### src/rtl/uart_led_cmd.sv
// Serial command parser driving NUM_CH PWM LED channels through a simpleuart data register.
// Commands: <chan letter><hex hi><hex lo> sets a duty, 'x' clears all duties; each command is answered with 'K' or '?'.
module uart_led_cmd #(
    parameter int NUM_CH      = 3,
    parameter int PWM_W       = 8,
    parameter int TIMEOUT_CYC = 12000000
) (
    input  logic              clk,
    input  logic              resetn,
    output logic              reg_dat_re,
    input  logic [31:0]       reg_dat_do,
    output logic              reg_dat_we,
    output logic [31:0]       reg_dat_di,
    input  logic              reg_dat_wait,
    output logic [NUM_CH-1:0] pwm_out
);
    localparam int               TMR_W    = $clog2(TIMEOUT_CYC + 1);
    localparam logic [TMR_W-1:0] TMR_LAST = TMR_W'(TIMEOUT_CYC - 1);
    localparam logic [7:0]       NCH8     = 8'(NUM_CH);
    localparam logic [PWM_W-1:0] CNT_MAX  = {PWM_W{1'b1}};

    typedef enum logic [1:0] {
        POLL   = 2'd0,
        GET_HI = 2'd1,
        GET_LO = 2'd2,
        SEND   = 2'd3
    } state_t;

    state_t             state_r, state_s;
    logic               re_r, we_r;
    logic [7:0]         di_r;
    logic [TMR_W-1:0]   timer_r, timer_s;
    logic [2:0]         ch_r, ch_s;
    logic [3:0]         hi_r, hi_s;
    logic [7:0]         rsp_s;
    logic               load_s;
    logic [PWM_W-1:0]   pend_r [NUM_CH];
    logic [PWM_W-1:0]   pend_s [NUM_CH];
    logic [PWM_W-1:0]   act_r  [NUM_CH];
    logic [PWM_W-1:0]   cnt_r;
    logic [NUM_CH-1:0]  pwm_r;

    logic               accept_s;
    logic [7:0]         byte_s, off_s, v_s;
    logic               is_chan_s;
    logic [4:0]         hex_s;
    logic [PWM_W-1:0]   duty_s;

    // Returns {valid, nibble} for an ASCII hex digit; letters map through their low nibble plus nine.
    function automatic logic [4:0] hex_decode(input logic [7:0] b);
        logic [4:0] r;
        if (b >= 8'h30 && b <= 8'h39) begin
            r = {1'b1, b[3:0]};
        end else if ((b >= 8'h61 && b <= 8'h66) || (b >= 8'h41 && b <= 8'h46)) begin
            r = {1'b1, b[3:0] + 4'd9};
        end else begin
            r = 5'd0;
        end
        return r;
    endfunction

    assign accept_s  = re_r && (reg_dat_do != 32'hFFFF_FFFF);
    assign byte_s    = reg_dat_do[7:0];
    assign off_s     = byte_s - 8'h61;
    assign is_chan_s = (byte_s >= 8'h61) && (off_s < NCH8);
    assign hex_s     = hex_decode(byte_s);
    assign v_s       = {hi_r, hex_s[3:0]} >> (8 - PWM_W);
    assign duty_s    = v_s[PWM_W-1:0];

    // Next-state, response and pending-duty decode.
    always_comb begin
        state_s = state_r;
        timer_s = timer_r;
        ch_s    = ch_r;
        hi_s    = hi_r;
        rsp_s   = 8'h3F;
        load_s  = 1'b0;
        pend_s  = pend_r;
        case (state_r)
            POLL: begin
                if (!accept_s) begin
                    state_s = POLL;
                end else if (is_chan_s) begin
                    ch_s    = off_s[2:0];
                    timer_s = '0;
                    state_s = GET_HI;
                end else if (byte_s == 8'h78) begin
                    for (int i = 0; i < NUM_CH; i++) begin
                        pend_s[i] = '0;
                    end
                    rsp_s   = 8'h4B;
                    load_s  = 1'b1;
                    state_s = SEND;
                end else if (byte_s == 8'h0D || byte_s == 8'h0A || byte_s == 8'h20) begin
                    state_s = POLL;
                end else begin
                    load_s  = 1'b1;
                    state_s = SEND;
                end
            end
            GET_HI, GET_LO: begin
                if (accept_s) begin
                    timer_s = '0;
                    if (!hex_s[4]) begin
                        load_s  = 1'b1;
                        state_s = SEND;
                    end else if (state_r == GET_HI) begin
                        hi_s    = hex_s[3:0];
                        state_s = GET_LO;
                    end else begin
                        for (int i = 0; i < NUM_CH; i++) begin
                            if (ch_r == 3'(i)) begin
                                pend_s[i] = duty_s;
                            end else begin
                                pend_s[i] = pend_r[i];
                            end
                        end
                        rsp_s   = 8'h4B;
                        load_s  = 1'b1;
                        state_s = SEND;
                    end
                end else if (timer_r == TMR_LAST) begin
                    timer_s = '0;
                    state_s = POLL;
                end else begin
                    timer_s = timer_r + TMR_W'(1);
                end
            end
            SEND: begin
                if (!reg_dat_wait) begin
                    state_s = POLL;
                end else begin
                    state_s = SEND;
                end
            end
            default: state_s = POLL;
        endcase
    end

    // Parser state and register-bus strobes, registered from the next state so they track the FSM.
    always_ff @(posedge clk) begin
        if (!resetn) begin
            state_r <= POLL;
            re_r    <= 1'b0;
            we_r    <= 1'b0;
            di_r    <= 8'h00;
            timer_r <= '0;
            ch_r    <= 3'd0;
            hi_r    <= 4'd0;
        end else begin
            state_r <= state_s;
            re_r    <= (state_s != SEND);
            we_r    <= (state_s == SEND);
            di_r    <= load_s ? rsp_s : di_r;
            timer_r <= timer_s;
            ch_r    <= ch_s;
            hi_r    <= hi_s;
        end
    end

    // PWM counter; active duties reload only at the wrap so a period is never cut short.
    always_ff @(posedge clk) begin
        if (!resetn) begin
            cnt_r <= '0;
            pwm_r <= '0;
            for (int i = 0; i < NUM_CH; i++) begin
                pend_r[i] <= '0;
                act_r[i]  <= '0;
            end
        end else begin
            cnt_r <= cnt_r + PWM_W'(1);
            for (int i = 0; i < NUM_CH; i++) begin
                pend_r[i] <= pend_s[i];
                act_r[i]  <= (cnt_r == CNT_MAX) ? pend_s[i] : act_r[i];
                pwm_r[i]  <= (cnt_r < act_r[i]);
            end
        end
    end

    assign reg_dat_re = re_r;
    assign reg_dat_we = we_r;
    assign reg_dat_di = {24'd0, di_r};
    assign pwm_out    = pwm_r;

endmodule
### config.mk
export PLATFORM = sky130hd
export DESIGN_NAME = uart_led_cmd
export DESIGN_NICKNAME = d
export VERILOG_FILES = /design/src/rtl/uart_led_cmd.sv
export SDC_FILE = /design/constraint.sdc
export NUM_CORES = 1
export LEC_CHECK = 0
export CAP_MARGIN = 20
export CORE_MARGIN = 10
export CORE_UTILIZATION = 55
export CTS_BUF_LIST = sky130_fd_sc_hd__clkbuf_2 sky130_fd_sc_hd__clkbuf_4 sky130_fd_sc_hd__clkbuf_8
export DETAILED_ROUTE_END_ITERATION = 7
export PLACE_DENSITY_LB_ADDON = 0.05
export SLEW_MARGIN = 20
export SYNTH_ARGS = -nofsm -noshare
export SYNTH_HDL_FRONTEND = slang
export SYNTH_SLANG_ARGS = --single-unit
### constraint.sdc
create_clock -name clk -period 4.66 [get_ports clk]
set_clock_uncertainty 0.15 [all_clocks]
set_input_delay 0.699 -clock clk [delete_from_list [all_inputs] [get_ports clk]]
set_output_delay 0.699 -clock clk [all_outputs]
set_load 0.02 [all_outputs]
==> results of run 1 <==
-- state kept, by name (all words and copies together), names as in the netlist --
| register | cells |
|---|---|
| reg_dat_we | 1 |
| reg_dat_re | 1 |
| timer_r | 24 |
| cnt_r | 8 |
| state_r | 2 |
| pend_r | 24 |
| di_r | 3 |
| act_r | 24 |
| hi_r | 4 |
| pwm_out | 3 |
| ch_r | 3 |
-- Yosys cell counts, types with 5 or more instances --
| cell | instances |
|---|---|
| sky130_fd_sc_hd__nand2_1 | 78 |
| sky130_fd_sc_hd__a21o_1 | 8 |
| sky130_fd_sc_hd__nand4_1 | 19 |
| sky130_fd_sc_hd__and3_1 | 6 |
| sky130_fd_sc_hd__nand2b_1 | 7 |
| sky130_fd_sc_hd__nor2_1 | 39 |
| sky130_fd_sc_hd__nand3_1 | 21 |
| sky130_fd_sc_hd__a21boi_0 | 10 |
| sky130_fd_sc_hd__o21ai_0 | 32 |
| sky130_fd_sc_hd__a21oi_1 | 10 |
| sky130_fd_sc_hd__nor2b_1 | 8 |
| sky130_fd_sc_hd__mux2_2 | 19 |
| sky130_fd_sc_hd__ha_1 | 32 |
| sky130_fd_sc_hd__a31oi_1 | 27 |
| sky130_fd_sc_hd__dfxtp_1 | 97 |
| sky130_fd_sc_hd__a21boi_1 | 9 |
| sky130_fd_sc_hd__clkbuf_1 | 25 |
| sky130_fd_sc_hd__xor2_1 | 12 |
| sky130_fd_sc_hd__and2_1 | 16 |
| sky130_fd_sc_hd__buf_4 | 29 |
| sky130_fd_sc_hd__xnor2_1 | 13 |
| sky130_fd_sc_hd__a32o_1 | 5 |
| sky130_fd_sc_hd__inv_1 | 29 |
| sky130_fd_sc_hd__mux2i_1 | 8 |
-- final cells by class --
type | count | area [um^2] | area share
flip-flops and latches | 97 | 1940 | 0.315
repair buffers | 52 | 500 | 0.0812
clock inverters | 6 | 114 | 0.0185
inverters | 29 | 109 | 0.0177
clock buffers | 10 | 131 | 0.0213
multi-input cells | 478 | 3200 | 0.519
well taps | 133 | 166 | 0.0270
-- metrics by stage --
step	instances	instance area, um^2	setup WS (ps)	util	hold slack [ps]
after global placement	789	5920	1020	0.605	283
after CTS	805	6160	1340	0.630	293
after floorplan	663	5590	1860	-	260
after global routing	805	6160	1160	0.630	304
after detailed placement	789	5920	948	0.605	277
final	805	6160	1320	0.630	291
-- worst min path at each step --
stage / from / end / slack (ps) / depth (start not counted)
4_1_cts: ch_r[2]$_SDFFE_PN0P_ / ch_r[2]$_SDFFE_PN0P_ / 290 / 2
3_5_place_dp: ch_r[2]$_SDFFE_PN0P_ / ch_r[2]$_SDFFE_PN0P_ / 280 / 2
6_report: ch_r[2]$_SDFFE_PN0P_ / ch_r[2]$_SDFFE_PN0P_ / 290 / 2
2_1_floorplan: ch_r[2]$_SDFFE_PN0P_ / ch_r[2]$_SDFFE_PN0P_ / 260 / 2
5_1_grt: ch_r[2]$_SDFFE_PN0P_ / ch_r[2]$_SDFFE_PN0P_ / 300 / 2
3_3_place_gp: ch_r[2]$_SDFFE_PN0P_ / ch_r[2]$_SDFFE_PN0P_ / 280 / 2
-- worst register-to-register path, cell delays in order (launching register included) --
cell,delay (ps)
sky130_fd_sc_hd__dfxtp_1,460
sky130_fd_sc_hd__inv_1,70
sky130_fd_sc_hd__ha_1,470
sky130_fd_sc_hd__nor2b_2,920
sky130_fd_sc_hd__buf_4,300
sky130_fd_sc_hd__nand2_1,70
sky130_fd_sc_hd__mux2_2,270
sky130_fd_sc_hd__a31oi_1,150
-- per-layer routing --
layer,up-vias,track usage
met5,-,0
met2,81,0.295
li1,2265,-
met3,12,0.0319
met1,2089,0.215
met4,0,0.0445
-- power by group --
group	leakage (nW)	total, mW	switching, mW	internal [mW]
sequential	0.784	0.901	0.0388	0.863
combinational	1.29	0.747	0.502	0.246
clock	0.117	0.663	0.298	0.364
-- cells by family (layout without fill, tap and decap cells) --
family | Yosys count | count (layout) | share of synthesized area
adders and majority gates | 32 | 32 | 0.0728
DFF | 97 | 97 | 0.353
muxes | 30 | 30 | 0.0616
and+or+nand+nor | 235 | 235 | 0.229
other | 1 | 25 | 0.000681
buffers and inverters | 88 | 97 | 0.0832
xor gates and xnor gates | 25 | 25 | 0.0398
AOI/OAI and AO/OA | 131 | 131 | 0.161
==> out/qor.txt, run 1 <==
FINISH
--------------------------------------------------------------------------------
Area delta synth->final ...........................................        12.0%
Commonest cells after routing, fill and taps aside ................ 97 x sky130_fd_sc_hd__dfxtp_1, 78 x sky130_fd_sc_hd__nand2_1, 45 x sky130_fd_sc_hd__clkdlybuf4s50_1
Total number of nets in the final design ..........................          734
Count of antenna diodes in the layout .............................            0
Layout cell share with drive strength beyond 1 ....................       0.0878
Fillers ...........................................................          868
Most common library cell in the layout ignoring fill and taps ..... sky130_fd_sc_hd__dfxtp_1

SYNTH
--------------------------------------------------------------------------------
Post-synthesis async set-or-reset flop share ......................            0
Post-synthesis cell area .......................................... 0.00550 mm^2
#FFs+latches synth ................................................           97
Biggest area consumer among synthesized cells ..................... sky130_fd_sc_hd__dfxtp_1
Post-synth top flop ............................................... sky130_fd_sc_hd__dfxtp_1
Sequential-to-total area share from yosys stat ....................        0.353
Ranking of synthesized cells by area .............................. sky130_fd_sc_hd__dfxtp_1 35%, sky130_fd_sc_hd__ha_1 7.3%, sky130_fd_sc_hd__nand2_1 5.3%, sky130_fd_sc_hd__buf_4 4.0%, sky130_fd_sc_hd__mux2_2 3.9%
Synth warnings ....................................................            0
Synthesized instance count ........................................          639
Post-synth cell types .............................................           62
Average cell area after synthesis .................................    8.61 um^2
Number of synthesized flops with an enable pin ....................            0
Share of the synthesized area in the top cell type ................        0.353

POWER AND IR DROP
--------------------------------------------------------------------------------
Pwr/cell area .....................................................  375 mW/mm^2
Maximum VDD drop ..................................................   0.000288 V
Tot Pwr ...........................................................      2.31 mW
Pleak .............................................................      2.19 nW

WORST SETUP PATH
--------------------------------------------------------------------------------
Category of the critical setup timing path ........................    in -> reg
Chain of cells forming the critical path .......................... clkdlybuf4s50_1, ha_1, nand4_1, or4_1, o21ai_2, and3_1, o21ai_1, buf_4, a21oi_1
Dominant delay contributor by cell family on the critical path .... simple AND/OR/NAND/NOR gates
Critical path data arrival time ...................................      3490 ps
Worst R2R Setup Slack .............................................      1730 ps
Maximum fanout encountered on the critical timing path ............           23
Combined buffer and inverter count along the critical path ........            2
Worst setup path startpoint ....................................... reg_dat_do[0]
Nature of the critical path startpoint ............................   input port
End point of the critical path .................................... timer_r[12]$_SDFFE_PN0P_
Worst Reg2Reg Path Length in Cells ................................            7
Crit Reg-Reg Endpoint ............................................. act_r[0][20]$_SDFFE_PN0N_
Path length in cells of the critical path .........................            9
Critical Path Max Stage Delay .....................................       630 ps
Worst Setup End Kind ..............................................     register
Required time of the critical path ................................      4810 ps
Slowest CP cell ................................................... sky130_fd_sc_hd__clkdlybuf4s50_1
Startpoint of the most critical register-to-register path ......... state_r[0]$_SDFF_PN0_

RUN STATUS
--------------------------------------------------------------------------------
Result of the run ................................................. finished clean

PLACEMENT
--------------------------------------------------------------------------------
Buffers added on ports ............................................           46
Placed wire-length estimate .......................................      9040 um
Routability cong. .................................................        0.896

ROUTE
--------------------------------------------------------------------------------
Residual antenna-violating net count after detailed routing .......            0
Wire length per cell after detailed routing .......................      15.2 um
Pre-antenna DRT Iters .............................................            5
Routed via count ..................................................        4,447
Top layer reached by signal wires .................................         met4
Metal3 WL .........................................................       472 um
Post-Route M1 WL ..................................................      5580 um
DR vias/cell ......................................................         5.52
Routed wire length ................................................    12,200 um
Wire length on met2 ...............................................      6070 um
DRC errors left ...................................................            0
Initial drt markers ...............................................          235

TIMING
--------------------------------------------------------------------------------
Unrepaired setup endpoints after global routing ...................           no
Transition time at the pin with the least slew margin .............      1070 ps
Minimum clock period after layout .................................      3340 ps
Max-slew violation total from the final report ....................            0
Worst slew margin relative to its limit ...........................        0.285
Sum Neg Setup Slack ...............................................         0 ps
Final hold vios ...................................................            0
Count of final setup violators ....................................            0
Achievable frequency ..............................................    0.300 GHz
Final critical-path share of the clock period .....................        0.716

FLOORPLANNING
--------------------------------------------------------------------------------
Vert. Die Dim .....................................................       120 um
Ports .............................................................           72
Die X .............................................................       120 um
Standard cell core area ........................................... 0.00977 mm^2
Initial Utilization ...............................................        0.563
DIE AREA ..........................................................  0.0144 mm^2
Number of standard-cell rows in the floorplan .....................           36

GLOBAL ROUTE
--------------------------------------------------------------------------------
Number of antenna violations at the first check in global routing .            0
Overall fraction of global-route tracks in use ....................        0.172
Overflow after GRT ................................................            0
Largest net degree at the start of global routing .................           51
Global-route wire length before repair ............................    21,100 um
Number of global-route vias before repair .........................        4,379

CLOCK NETWORK
--------------------------------------------------------------------------------
Post-CTS repair timing setup buffer count .........................            0
Max clock buf depth ...............................................            2
Clock tree from TritonCTS .........................................        built
Root buf cell ..................................................... sky130_fd_sc_hd__clkbuf_8
Quantity of hold-fixing buffers added after cts ...................            0
H-tree levels .....................................................            3
Worst-skew pair later-pin latency .................................       370 ps
Clock sink total ..................................................           97
Clk slew on worst S/H paths .......................................        90 ps
Post-CTS sizing ...................................................            0
CTS Buf Count .....................................................            9

HOLD PATH
--------------------------------------------------------------------------------
Path category of the worst min-delay check ........................   reg -> reg

JOB
--------------------------------------------------------------------------------
Total of max-cap violations .......................................            0

Note: power is estimated with default switching activity, not from simulation.
==> run 2: changes to the inputs <==
- CORE_UTILIZATION: 55 -> 52
- clock period: 4.66 -> 3 ns (I/O delays scaled with it)
==> run 2 against run 1 <==
Against the previous run:
- via count grew 2.1%
- largest power group unchanged
- wire length grew 3.6%
- final cell count grew 3.9%
==> out/qor.txt, run 2 (synthesis gave the netlist of run 1 again) <==
RUN STATUS
--------------------------------------------------------------------------------
Result of the run ................................................. finished clean

FLOORPLANNING
--------------------------------------------------------------------------------
Ports .............................................................           72   unchanged
Number of standard-cell rows in the floorplan .....................           37   +2.8%
Vert. Die Dim .....................................................       123 um   +2.4%
Die X .............................................................       123 um   +2.4%
Standard cell core area ...........................................  0.0103 mm^2   +5.6%
DIE AREA ..........................................................  0.0151 mm^2   +4.8%
Initial Utilization ...............................................        0.533   -0.0300

FINISH
--------------------------------------------------------------------------------
Layout cell share with drive strength beyond 1 ....................        0.124   +0.0365
Area delta synth->final ...........................................        15.6%
Final core area utilization .......................................        0.616   -0.0140
Total number of nets in the final design ..........................          763   +4.0%
Registers with the most flip-flops ................................ act_r x24, pend_r x24, timer_r x24
Commonest cells after routing, fill and taps aside ................ 97 x sky130_fd_sc_hd__dfxtp_1, 78 x sky130_fd_sc_hd__nand2_1, 45 x sky130_fd_sc_hd__clkdlybuf4s50_1
Most common library cell in the layout ignoring fill and taps ..... sky130_fd_sc_hd__dfxtp_1
Design Area, Final ................................................ 0.00636 mm^2   +3.3%
Count of antenna diodes in the layout .............................            0   unchanged

GLOBAL ROUTE
--------------------------------------------------------------------------------
Overflow after GRT ................................................            0   unchanged
Number of antenna violations at the first check in global routing .            0   unchanged
Global-route wire length before repair ............................    21,300 um   +0.85%
Largest net degree at the start of global routing .................           49   -3.9%
Overall fraction of global-route tracks in use ....................        0.172   +0.000832
Number of global-route vias before repair .........................        4,399   +0.46%

TIMING
--------------------------------------------------------------------------------
Final hold vios ...................................................            0   unchanged
Transition time at the pin with the least slew margin .............       761 ps   -306 ps
Worst slack on hold paths .........................................       287 ps   -3.89 ps
Worst slew margin relative to its limit ...........................        0.493   +0.207
Final critical-path share of the clock period .....................        0.923
Unrepaired setup endpoints after global routing ...................           no
Count of final setup violators ....................................            0   unchanged
Achievable frequency ..............................................    0.361 GHz
Minimum clock period after layout .................................      2770 ps
Sum Neg Setup Slack ...............................................         0 ps   unchanged
Max-slew violation total from the final report ....................            0   unchanged

ROUTE
--------------------------------------------------------------------------------
Initial drt markers ...............................................          246   +4.7%
Residual antenna-violating net count after detailed routing .......            0   unchanged
DRC errors left ...................................................            0   unchanged
Pre-antenna DRT Iters .............................................            4   -1
Wire length per cell after detailed routing .......................      15.2 um   -0.21%
Routed via count ..................................................        4,542   +2.1%
Routed wire length ................................................    12,700 um   +3.6%
DR vias/cell ......................................................         5.43   -1.7%

WORST SETUP PATH
--------------------------------------------------------------------------------
Worst Reg2Reg Path Length in Cells ................................            7   unchanged
Required time of the critical path ................................      3170 ps   -1640 ps
Worst Setup End Kind ..............................................     register
Maximum fanout encountered on the critical timing path ............           13   -43%
Slowest CP cell ................................................... sky130_fd_sc_hd__or4_1
Crit path top cell by count ....................................... sky130_fd_sc_hd__buf_4
Crit Reg-Reg Endpoint ............................................. pend_r[20]$_SDFF_PN0_
Chain of cells forming the critical path .......................... clkdlybuf4s50_1, ha_1, nand4_1, or4_1, buf_4, o21ai_2, and3_1, o21ai_1, buf_4, nor2_1
Nature of the critical path startpoint ............................   input port
Worst R2R Setup Slack .............................................       560 ps   -1170 ps
Critical Path Max Stage Delay .....................................       520 ps   -110 ps
Critical path data arrival time ...................................      2940 ps   -550 ps
Startpoint of the most critical register-to-register path ......... state_r[1]$_SDFF_PN0_
Category of the critical setup timing path ........................    in -> reg

CLOCK NETWORK
--------------------------------------------------------------------------------
Post-CTS repair timing setup buffer count .........................            0   unchanged
CTS Buf Count .....................................................            9   unchanged
H-tree levels .....................................................            3   unchanged
Post-CTS sizing ...................................................            0   unchanged
Max clock buf depth ...............................................            2   unchanged
Quantity of hold-fixing buffers added after cts ...................            0   unchanged
Clk slew on worst S/H paths .......................................        90 ps   about the same
Root buf cell ..................................................... sky130_fd_sc_hd__clkbuf_8
Worst-skew pair later-pin latency .................................       380 ps   about the same
Clock tree from TritonCTS .........................................        built
Clock sink total ..................................................           97   unchanged

POWER AND IR DROP
--------------------------------------------------------------------------------
Tot Pwr ...........................................................      3.61 mW   +56%
Pwr/cell area .....................................................  567 mW/mm^2   +51%
Maximum VDD drop ..................................................   0.000388 V   +35%
Pleak .............................................................      2.32 nW   +6.0%

HOLD PATH
--------------------------------------------------------------------------------
Hold Path Stages ..................................................            2   unchanged
End of the worst hold path ........................................ ch_r[2]$_SDFFE_PN0P_
Path category of the worst min-delay check ........................   reg -> reg
Launch instance of the worst min-delay path ....................... ch_r[2]$_SDFFE_PN0P_

PLACEMENT
--------------------------------------------------------------------------------
Area post-placement ............................................... 0.00615 mm^2   +4.0%
Placed wire-length estimate .......................................      9510 um   +5.2%
Buffers added on ports ............................................           46   unchanged
Routability cong. .................................................        0.813   -9.3%

JOB
--------------------------------------------------------------------------------
Total of max-cap violations .......................................            0   unchanged

[run 2: changes by cell type in the layout (fill, tap and decap cells not counted)]
cell                         change
sky130_fd_sc_hd__clkinv_2        +1
sky130_fd_sc_hd__bufinv_16       -1
sky130_fd_sc_hd__buf_12          +1
sky130_fd_sc_hd__buf_4          +28
sky130_fd_sc_hd__inv_6           -1
sky130_fd_sc_hd__clkinvlp_4      -1
sky130_fd_sc_hd__clkinv_4        +1
[run 2: metal layers]
| layer | part of all wire | global-route usage |
|---|---|---|
| met5 | 0 | 0 |
| met4 | 0.018 | 0.0523 |
| met3 | 0.051 | 0.0514 |
| met2 | 0.47 | 0.283 |
| met1 | 0.46 | 0.213 |
[run 2: area by class of cell]
cell class / count / area [um^2]
timing repair buffer: 81 / 731
tap: 136 / 170
sequential: 97 / 1940
clock inverter: 5 / 81.3
clock buffer: 10 / 131
multi-input combinational: 478 / 3200
fill: 947 / 3960
inverter: 29 / 109
[run 2: where the power goes]
part           internal (mW)  total, mW  leakage [nW]  switching (mW)
clock network          0.474      0.939         0.106           0.465
logic                  0.470       1.26          1.43           0.795
registers               1.34       1.40         0.784          0.0631
[run 2: metrics by stage]
| stage | worst slack, ps | cells |
|---|---|---|
| final | 232 | 836 |
| after global routing | 115 | 836 |
| after CTS | 243 | 836 |
| after detailed placement | -174 | 821 |
| after global placement | -98.1 | 821 |
| after floorplan | 450 | 663 |
[run 2: worst max-delay path, delay by kind of cell]
| family | cells | cell delay [ps] |
|---|---|---|
| AO/OA/AOI/OAI | 2 | 420 |
| adder cells (fa/ha/maj) | 1 | 190 |
| buffers and inverters | 3 | 900 |
| AND/OR/NAND/NOR | 4 | 960 |
[run 2: worst max path at each step]
stage / startpoint / to / cells after the start
after floorplan: reg_dat_do[3] / pend_r[9]$_SDFF_PN0_ / 8
after global placement: reg_dat_do[0] / timer_r[1]$_SDFFE_PN0P_ / 10
after detailed placement: reg_dat_do[0] / timer_r[0]$_SDFFE_PN0P_ / 10
after CTS: reg_dat_do[0] / timer_r[0]$_SDFFE_PN0P_ / 10
after global routing: reg_dat_do[0] / timer_r[0]$_SDFFE_PN0P_ / 10
final: reg_dat_do[0] / timer_r[0]$_SDFFE_PN0P_ / 10
